==> config.mk <==
export PLATFORM = sky130hd
export DESIGN_NAME = fp_mult_sched
export DESIGN_NICKNAME = d
export VERILOG_FILES = /design/src/rtl/fp_mult_pkg.sv /design/src/rtl/fp_rsp_fifo.sv /design/src/rtl/fp_mult_sched.sv
export SDC_FILE = /design/constraint.sdc
export NUM_CORES = 1
export LEC_CHECK = 0
export BUFFER_PORTS_ARGS = -buffer_cell sky130_fd_sc_hd__buf_2
export CAP_MARGIN = 20
export CORE_ASPECT_RATIO = 0.75
export CORE_MARGIN = 2
export CORE_UTILIZATION = 55
export CTS_BUF_LIST = sky130_fd_sc_hd__clkbuf_4
export DETAILED_ROUTE_END_ITERATION = 8
export PLACE_DENSITY_LB_ADDON = 0.3
export SETUP_SLACK_MARGIN = 0.15
export SLEW_MARGIN = 20
export SYNTH_ARGS = -nofsm -noshare
export SYNTH_HDL_FRONTEND = slang
export SYNTH_SLANG_ARGS = --single-unit
export TNS_END_PERCENT = 50
==> constraint.sdc <==
create_clock -name clk -period 7.86 [get_ports clk]
set_input_delay 1.572 -clock clk [delete_from_list [all_inputs] [get_ports clk]]
set_output_delay 1.572 -clock clk [all_outputs]
set_load 0.01 [all_outputs]
==> src/rtl/fp_mult_pkg.sv <==
// Shared types and defaults for the two-requester FP multiplier scheduler.
package fp_mult_pkg;

   localparam int DEF_LAT   = 3;
   localparam int DEF_DEPTH = 4;

   // Total IEEE-style word width: sign + exponent + mantissa.
   function automatic int fp_width(input int sig_w, input int ex_w);
      return sig_w + ex_w + 1;
   endfunction

   typedef logic tag_t;

   typedef struct packed {
      logic valid;
      tag_t tag;
   } pipe_entry_t;

endpackage

==> src/rtl/fp_rsp_fifo.sv <==
// Per-requester result FIFO: registered storage, head shown directly, no bypass.
module fp_rsp_fifo #(
   parameter int W     = 32,
   parameter int DEPTH = 4,
   localparam int AW   = $clog2(DEPTH),
   localparam int CW   = AW + 1
) (
   input  logic          clk,
   input  logic          rst_n,
   input  logic          push_i,
   input  logic [W-1:0]  push_data_i,
   input  logic          pop_i,
   output logic          valid_o,
   output logic [W-1:0]  data_o,
   output logic [CW-1:0] count_o
);

   logic [W-1:0]  mem_q [DEPTH];
   logic [AW-1:0] wr_ptr_q, wr_ptr_d;
   logic [AW-1:0] rd_ptr_q, rd_ptr_d;
   logic [CW-1:0] count_q, count_d;
   logic          do_push, do_pop;

   assign do_pop  = pop_i && (count_q != '0);
   // A push at full is only legal when the head leaves in the same cycle.
   assign do_push = push_i && ((count_q != CW'(DEPTH)) || do_pop);

   always_comb begin
      wr_ptr_d = wr_ptr_q;
      rd_ptr_d = rd_ptr_q;
      count_d  = count_q;
      if (do_push) wr_ptr_d = wr_ptr_q + 1'b1;
      if (do_pop)  rd_ptr_d = rd_ptr_q + 1'b1;
      if (do_push && !do_pop) count_d = count_q + 1'b1;
      if (!do_push && do_pop) count_d = count_q - 1'b1;
   end

   always_ff @(posedge clk or negedge rst_n) begin
      if (!rst_n) begin
         for (int k = 0; k < DEPTH; k++) mem_q[k] <= '0;
         wr_ptr_q <= '0;
         rd_ptr_q <= '0;
         count_q  <= '0;
      end else begin
         if (do_push) mem_q[wr_ptr_q] <= push_data_i;
         wr_ptr_q <= wr_ptr_d;
         rd_ptr_q <= rd_ptr_d;
         count_q  <= count_d;
      end
   end

   assign valid_o = (count_q != '0);
   assign data_o  = mem_q[rd_ptr_q];
   assign count_o = count_q;

endmodule

==> src/rtl/fp_mult_sched.sv <==
// Round-robin, credit-gated scheduler sharing one fixed-latency FP multiplier
// between two requesters, with in-order per-requester result FIFOs.
module fp_mult_sched
   import fp_mult_pkg::*;
#(
   parameter int sig_width = 23,
   parameter int ex_width  = 8,
   parameter int LAT       = DEF_LAT,
   parameter int DEPTH     = DEF_DEPTH,
   localparam int W        = fp_width(sig_width, ex_width)
) (
   input  logic              clk,
   input  logic              rst_n,
   input  logic [1:0]        req_valid,
   output logic [1:0]        req_ready,
   input  logic [1:0][W-1:0] req_a,
   input  logic [1:0][W-1:0] req_b,
   output logic              mul_valid,
   output logic [W-1:0]      mul_a,
   output logic [W-1:0]      mul_b,
   input  logic              mul_res_valid,
   input  logic [W-1:0]      mul_res,
   output logic [1:0]        rsp_valid,
   input  logic [1:0]        rsp_ready,
   output logic [1:0][W-1:0] rsp_data,
   output logic              busy,
   output logic              proto_err
);

   localparam int CW = $clog2(DEPTH) + 1;
   localparam logic [CW-1:0] FULL = CW'(DEPTH);

   tag_t          ptr_q, ptr_d;
   logic          mul_valid_q;
   logic [W-1:0]  mul_a_q, mul_b_q;
   logic          proto_q, proto_d;
   pipe_entry_t   pipe_q [LAT+1];
   pipe_entry_t   ret;
   logic [CW-1:0] inflight_q [2];
   logic [CW-1:0] inflight_d [2];
   logic [CW-1:0] fifo_cnt [2];
   logic [CW-1:0] credit [2];
   logic [1:0]    elig, grant, push;
   logic          hs, res_wr, busy_c;
   tag_t          hs_tag;

   // Credit covers both queued and in-flight results, so a FIFO can never overflow.
   always_comb begin
      for (int i = 0; i < 2; i++) begin
         credit[i] = FULL - fifo_cnt[i] - inflight_q[i];
         elig[i]   = req_valid[i] && (credit[i] != '0);
      end
   end

   always_comb begin
      grant = '0;
      if (rst_n) begin
         if (elig[ptr_q])       grant[ptr_q]  = 1'b1;
         else if (elig[~ptr_q]) grant[~ptr_q] = 1'b1;
      end
   end

   assign hs        = |grant;
   assign hs_tag    = grant[1];
   assign req_ready = grant;
   assign ptr_d     = hs ? ~hs_tag : ptr_q;

   // The last pipeline stage lines up with the cycle the multiplier result is due.
   assign ret     = pipe_q[LAT];
   assign res_wr  = ret.valid && mul_res_valid;
   assign proto_d = proto_q || (mul_res_valid != ret.valid);

   always_comb begin
      for (int i = 0; i < 2; i++) begin
         push[i]       = res_wr && (ret.tag == 1'(i));
         inflight_d[i] = inflight_q[i] + CW'(grant[i])
                         - CW'(ret.valid && (ret.tag == 1'(i)));
      end
   end

   always_ff @(posedge clk or negedge rst_n) begin
      if (!rst_n) begin
         ptr_q       <= '0;
         mul_valid_q <= 1'b0;
         mul_a_q     <= '0;
         mul_b_q     <= '0;
         proto_q     <= 1'b0;
         for (int k = 0; k <= LAT; k++) pipe_q[k] <= '0;
         for (int i = 0; i < 2; i++) inflight_q[i] <= '0;
      end else begin
         ptr_q       <= ptr_d;
         mul_valid_q <= hs;
         if (hs) begin
            mul_a_q <= req_a[hs_tag];
            mul_b_q <= req_b[hs_tag];
         end
         pipe_q[0] <= '{valid: hs, tag: hs_tag};
         for (int k = 1; k <= LAT; k++) pipe_q[k] <= pipe_q[k-1];
         proto_q <= proto_d;
         for (int i = 0; i < 2; i++) inflight_q[i] <= inflight_d[i];
      end
   end

   for (genvar g = 0; g < 2; g++) begin : g_fifo
      fp_rsp_fifo #(
         .W     (W),
         .DEPTH (DEPTH)
      ) u_fifo (
         .clk         (clk),
         .rst_n       (rst_n),
         .push_i      (push[g]),
         .push_data_i (mul_res),
         .pop_i       (rsp_ready[g]),
         .valid_o     (rsp_valid[g]),
         .data_o      (rsp_data[g]),
         .count_o     (fifo_cnt[g])
      );
   end

   always_comb begin
      busy_c = mul_valid_q || (|rsp_valid);
      for (int k = 0; k <= LAT; k++) busy_c = busy_c || pipe_q[k].valid;
   end

   assign mul_valid = mul_valid_q;
   assign mul_a     = mul_a_q;
   assign mul_b     = mul_b_q;
   assign busy      = busy_c;
   assign proto_err = proto_q;

endmodule

==> results.sh <==
export IMPL_critPathCaptureType="output pin"
export IMPL_die_h_microns=152
export IMPL_netlist_instances=1151
export IMPL_period_share_pct=63.4
export IMPL_final_max_slew_viol_count=0
export IMPL_worstSkewPairLatency_ns=0.70
export IMPL_crit_required_ns=6.29
export IMPL_nets=1644
export IMPL_worst_pin_slew_ns=1.07
export IMPL_placementRows=53
export IMPL_initial_core_util_pct=56.4
export IMPL_setup_tns_ns=0
export IMPL_cp_arrival_ns=3.41
export IMPL_vias_per_cell=5.71
export IMPL_post_dp_hpwl_mm=24.2
export IMPL_leakage_nw=8.65
export IMPL_grt_pass1_vias=11500
export IMPL_min_period_ns=4.98
export IMPL_hold_depth=0
export IMPL_cts_resized=0
export IMPL_dr_first_iter_drc_count=636
export IMPL_cpMaxStageDelayCell="buf_4"
export IMPL_reg2reg_depth=14
export IMPL_synth_top_area_share_pct=54.8
export IMPL_grt_max_degree=159
export IMPL_clk_path_buf_depth=3
export IMPL_synth_main_ff_cell="dfrtp_1"
export IMPL_holdCritPathClass="flip-flop to flip-flop"
export IMPL_ys_warn_count=0
export IMPL_worstSetupPathType="input pin to output pin"
export IMPL_async_reset_ff_share_pct=100
export IMPL_maxCapViolations=0
export IMPL_routabilityCongestion=0.855
export IMPL_die_w_microns=201
export IMPL_vias=10900
export IMPL_synth_edf_count=0
export IMPL_holdWs_ns=0.342
export IMPL_wl_per_cell_microns=20.1
export IMPL_status="complete, no violations"
export IMPL_drc=0
export IMPL_yosysSeqAreaShare_pct=54.8
export IMPL_cts_sinks=350
export IMPL_max_freq_mhz=201
export IMPL_first_pass_iters=5
export IMPL_crit_fanout=67
export IMPL_tritoncts="done"
export IMPL_antenna_found_initial=2
export IMPL_syn_area_sq_mm=0.0160
export IMPL_syn_to_final_growth_pct=16.5
export IMPL_fillers=2185
export IMPL_cts_hold_buf=0
export IMPL_synthTopCellsByArea="dfrtp_1, mux2_2, mux4_2, a31oi_1, nand3_1"
export IMPL_fin_util_pct=65.7
export IMPL_grt_overflow=0
export IMPL_cts_made_buffers=84
export IMPL_setup_viol=0
export IMPL_core_sq_mm=0.0283
export IMPL_ys_types=41
export IMPL_final_hold_viol_count=0
export IMPL_post_synth_cell_area_avg_sq_um=13.9
export IMPL_slew_headroom_pct=28.7
export IMPL_total_power_w=0.00765
export IMPL_ys_ff_latch=350
export IMPL_grtUsageTotal_pct=25.9
export IMPL_rsz0062_at_grt="no"
export IMPL_routed_wl_mm=38.3
export IMPL_synth_nets=1342
export IMPL_cts_htree_levels=3
export IMPL_max_vdd_ir_drop_v=0.000169
export IMPL_clk_root_buffer_cell="clkbuf_4"
export IMPL_ios=302
export IMPL_drtAntennaViolNets=0
export IMPL_port_buffers=301
export IMPL_clk_pin_slew_worst_paths_ns=0.06
export IMPL_cp_cell_sequence="buf_8 -> nand2_1 -> a21oi_4 -> buf_4 -> inv_1 -> a31oi_1 -> buf_2"
export IMPL_synth_largest_area_cell="dfrtp_1"
export IMPL_start_kind="input pin"
export IMPL_fin_skew_ns=0.0435
export IMPL_powerDensity_mw_per_mm2=411
export IMPL_slowest_delay_ns=0.57
export IMPL_die_area_sq_mm=0.0304
export IMPL_drive_gt1_share_pct=49.5
export IMPL_grt_pass1_wl_mm=61.6
export IMPL_post_cts_setup_buffers=0
routing by layer:
metal  GRT usage (%)  part of all wire, %  up-vias
li1                -                    -     4908
met1            34.5                   44     5504
met2            40.7                   47      356
met3            7.21                  6.2       89
met4            10.9                  3.2        0
met5               0                    0        -
through the flow:
| stage | cells | instance area [sq um] | setup WS [ns] |
|---|---|---|---|
| after floorplan | 1151 | 16000 | 3.82 |
| after global placement | 1752 | 17600 | 2.88 |
| after detailed placement | 1752 | 17600 | 2.86 |
| after CTS | 1901 | 18600 | 2.83 |
| after global routing | 1902 | 18600 | 2.67 |
| final | 1903 | 18600 | 2.88 |
layout make-up:
cell class / instances / area [sq um] / share of cell area [%]
clock buffers: 119 / 893 / 4.80
clock inverters: 30 / 141 / 0.760
diodes: 2 / 5.00 / 0.0269
flip-flops and latches: 350 / 8760 / 47.1
repair buffers: 312 / 1610 / 8.66
well taps: 385 / 482 / 2.59
multi-input cells: 682 / 6630 / 35.6
inverters: 23 / 86.3 / 0.464
state kept, by name, summed over array words and instances (netlist names):
| name | cells |
|---|---|
| g_fifo.u_fifo.rd_ptr_q | 4 |
| mul_b | 32 |
| inflight_q | 6 |
| ptr_q | 1 |
| mul_a | 32 |
| proto_err | 1 |
| pipe_q | 8 |
| g_fifo.u_fifo.mem_q | 256 |
| g_fifo.u_fifo.count_o | 6 |
| g_fifo.u_fifo.wr_ptr_q | 4 |
synthesized netlist by cell type, types with 13 or more instances:
cell type / count
o21ai_1: 17
dfrtp_1: 350
mux2_1: 26
mux4_2: 64
inv_1: 23
nand2_1: 13
ha_1: 20
nand3_1: 64
a31oi_1: 66
nor3_1: 64
clkbuf_1: 16
o21ai_0: 54
buf_4: 23
mux2_2: 230
buf_2: 51
xnor2_1: 14
final timing paths:
kind | slack (ns) | endpoint | startpoint
max in group asynchronous | 5.01 | g_fifo[0].u_fifo.mem_q[77]$_DFFE_PN0P_ | rst_n
min | 0.34 | pipe_q[4]$_DFF_PN0_ | pipe_q[6]$_DFF_PN0_
max | 2.88 | req_ready[0] | rst_n
min in group asynchronous | 0.80 | inflight_q[4]$_DFF_PN0_ | rst_n
min reg2reg | 0.34 | pipe_q[4]$_DFF_PN0_ | pipe_q[6]$_DFF_PN0_
max reg2reg | 4.32 | inflight_q[5]$_DFF_PN0_ | g_fifo[0].u_fifo.count_o[1]$_DFFE_PN0P_
critical path: cells and delay by family:
kind	cells	cell delay, ns
buffers and inverters	4	1.20
AO/OA/AOI/OAI	2	0.39
AND/OR/NAND/NOR	1	0.18
logic make-up after synthesis:
family                     share of synthesized area [%]
and+or+nand+nor                                     5.38
DFF                                                 54.8
AOI/OAI and AO/OA                                   5.28
adders and majority gates                           2.07
muxes                                               27.1
xor gates and xnor gates                            1.35
buffers and inverters                               3.97
power breakdown:
| group | internal [W] | switching [W] |
|---|---|---|
| logic | 0.00156 | 0.00160 |
| clock network | 0.000732 | 0.000710 |
| registers | 0.00259 | 0.000465 |
| total | 0.00488 | 0.00277 |
cell usage in the layout (no fill, tap or decap), types with 14 or more instances in the layout:
master / instances
o21ai_1: 17
nand3_1: 64
buf_2: 300
mux2_1: 26
xnor2_1: 14
mux2_2: 230
mux4_2: 64
ha_1: 20
dfrtp_1: 348
inv_1: 23
clkbuf_4: 119
nor3_1: 64
clkinv_1: 27
a31oi_1: 66
o21ai_0: 54
Note: power is estimated with default switching activity, not from simulation.
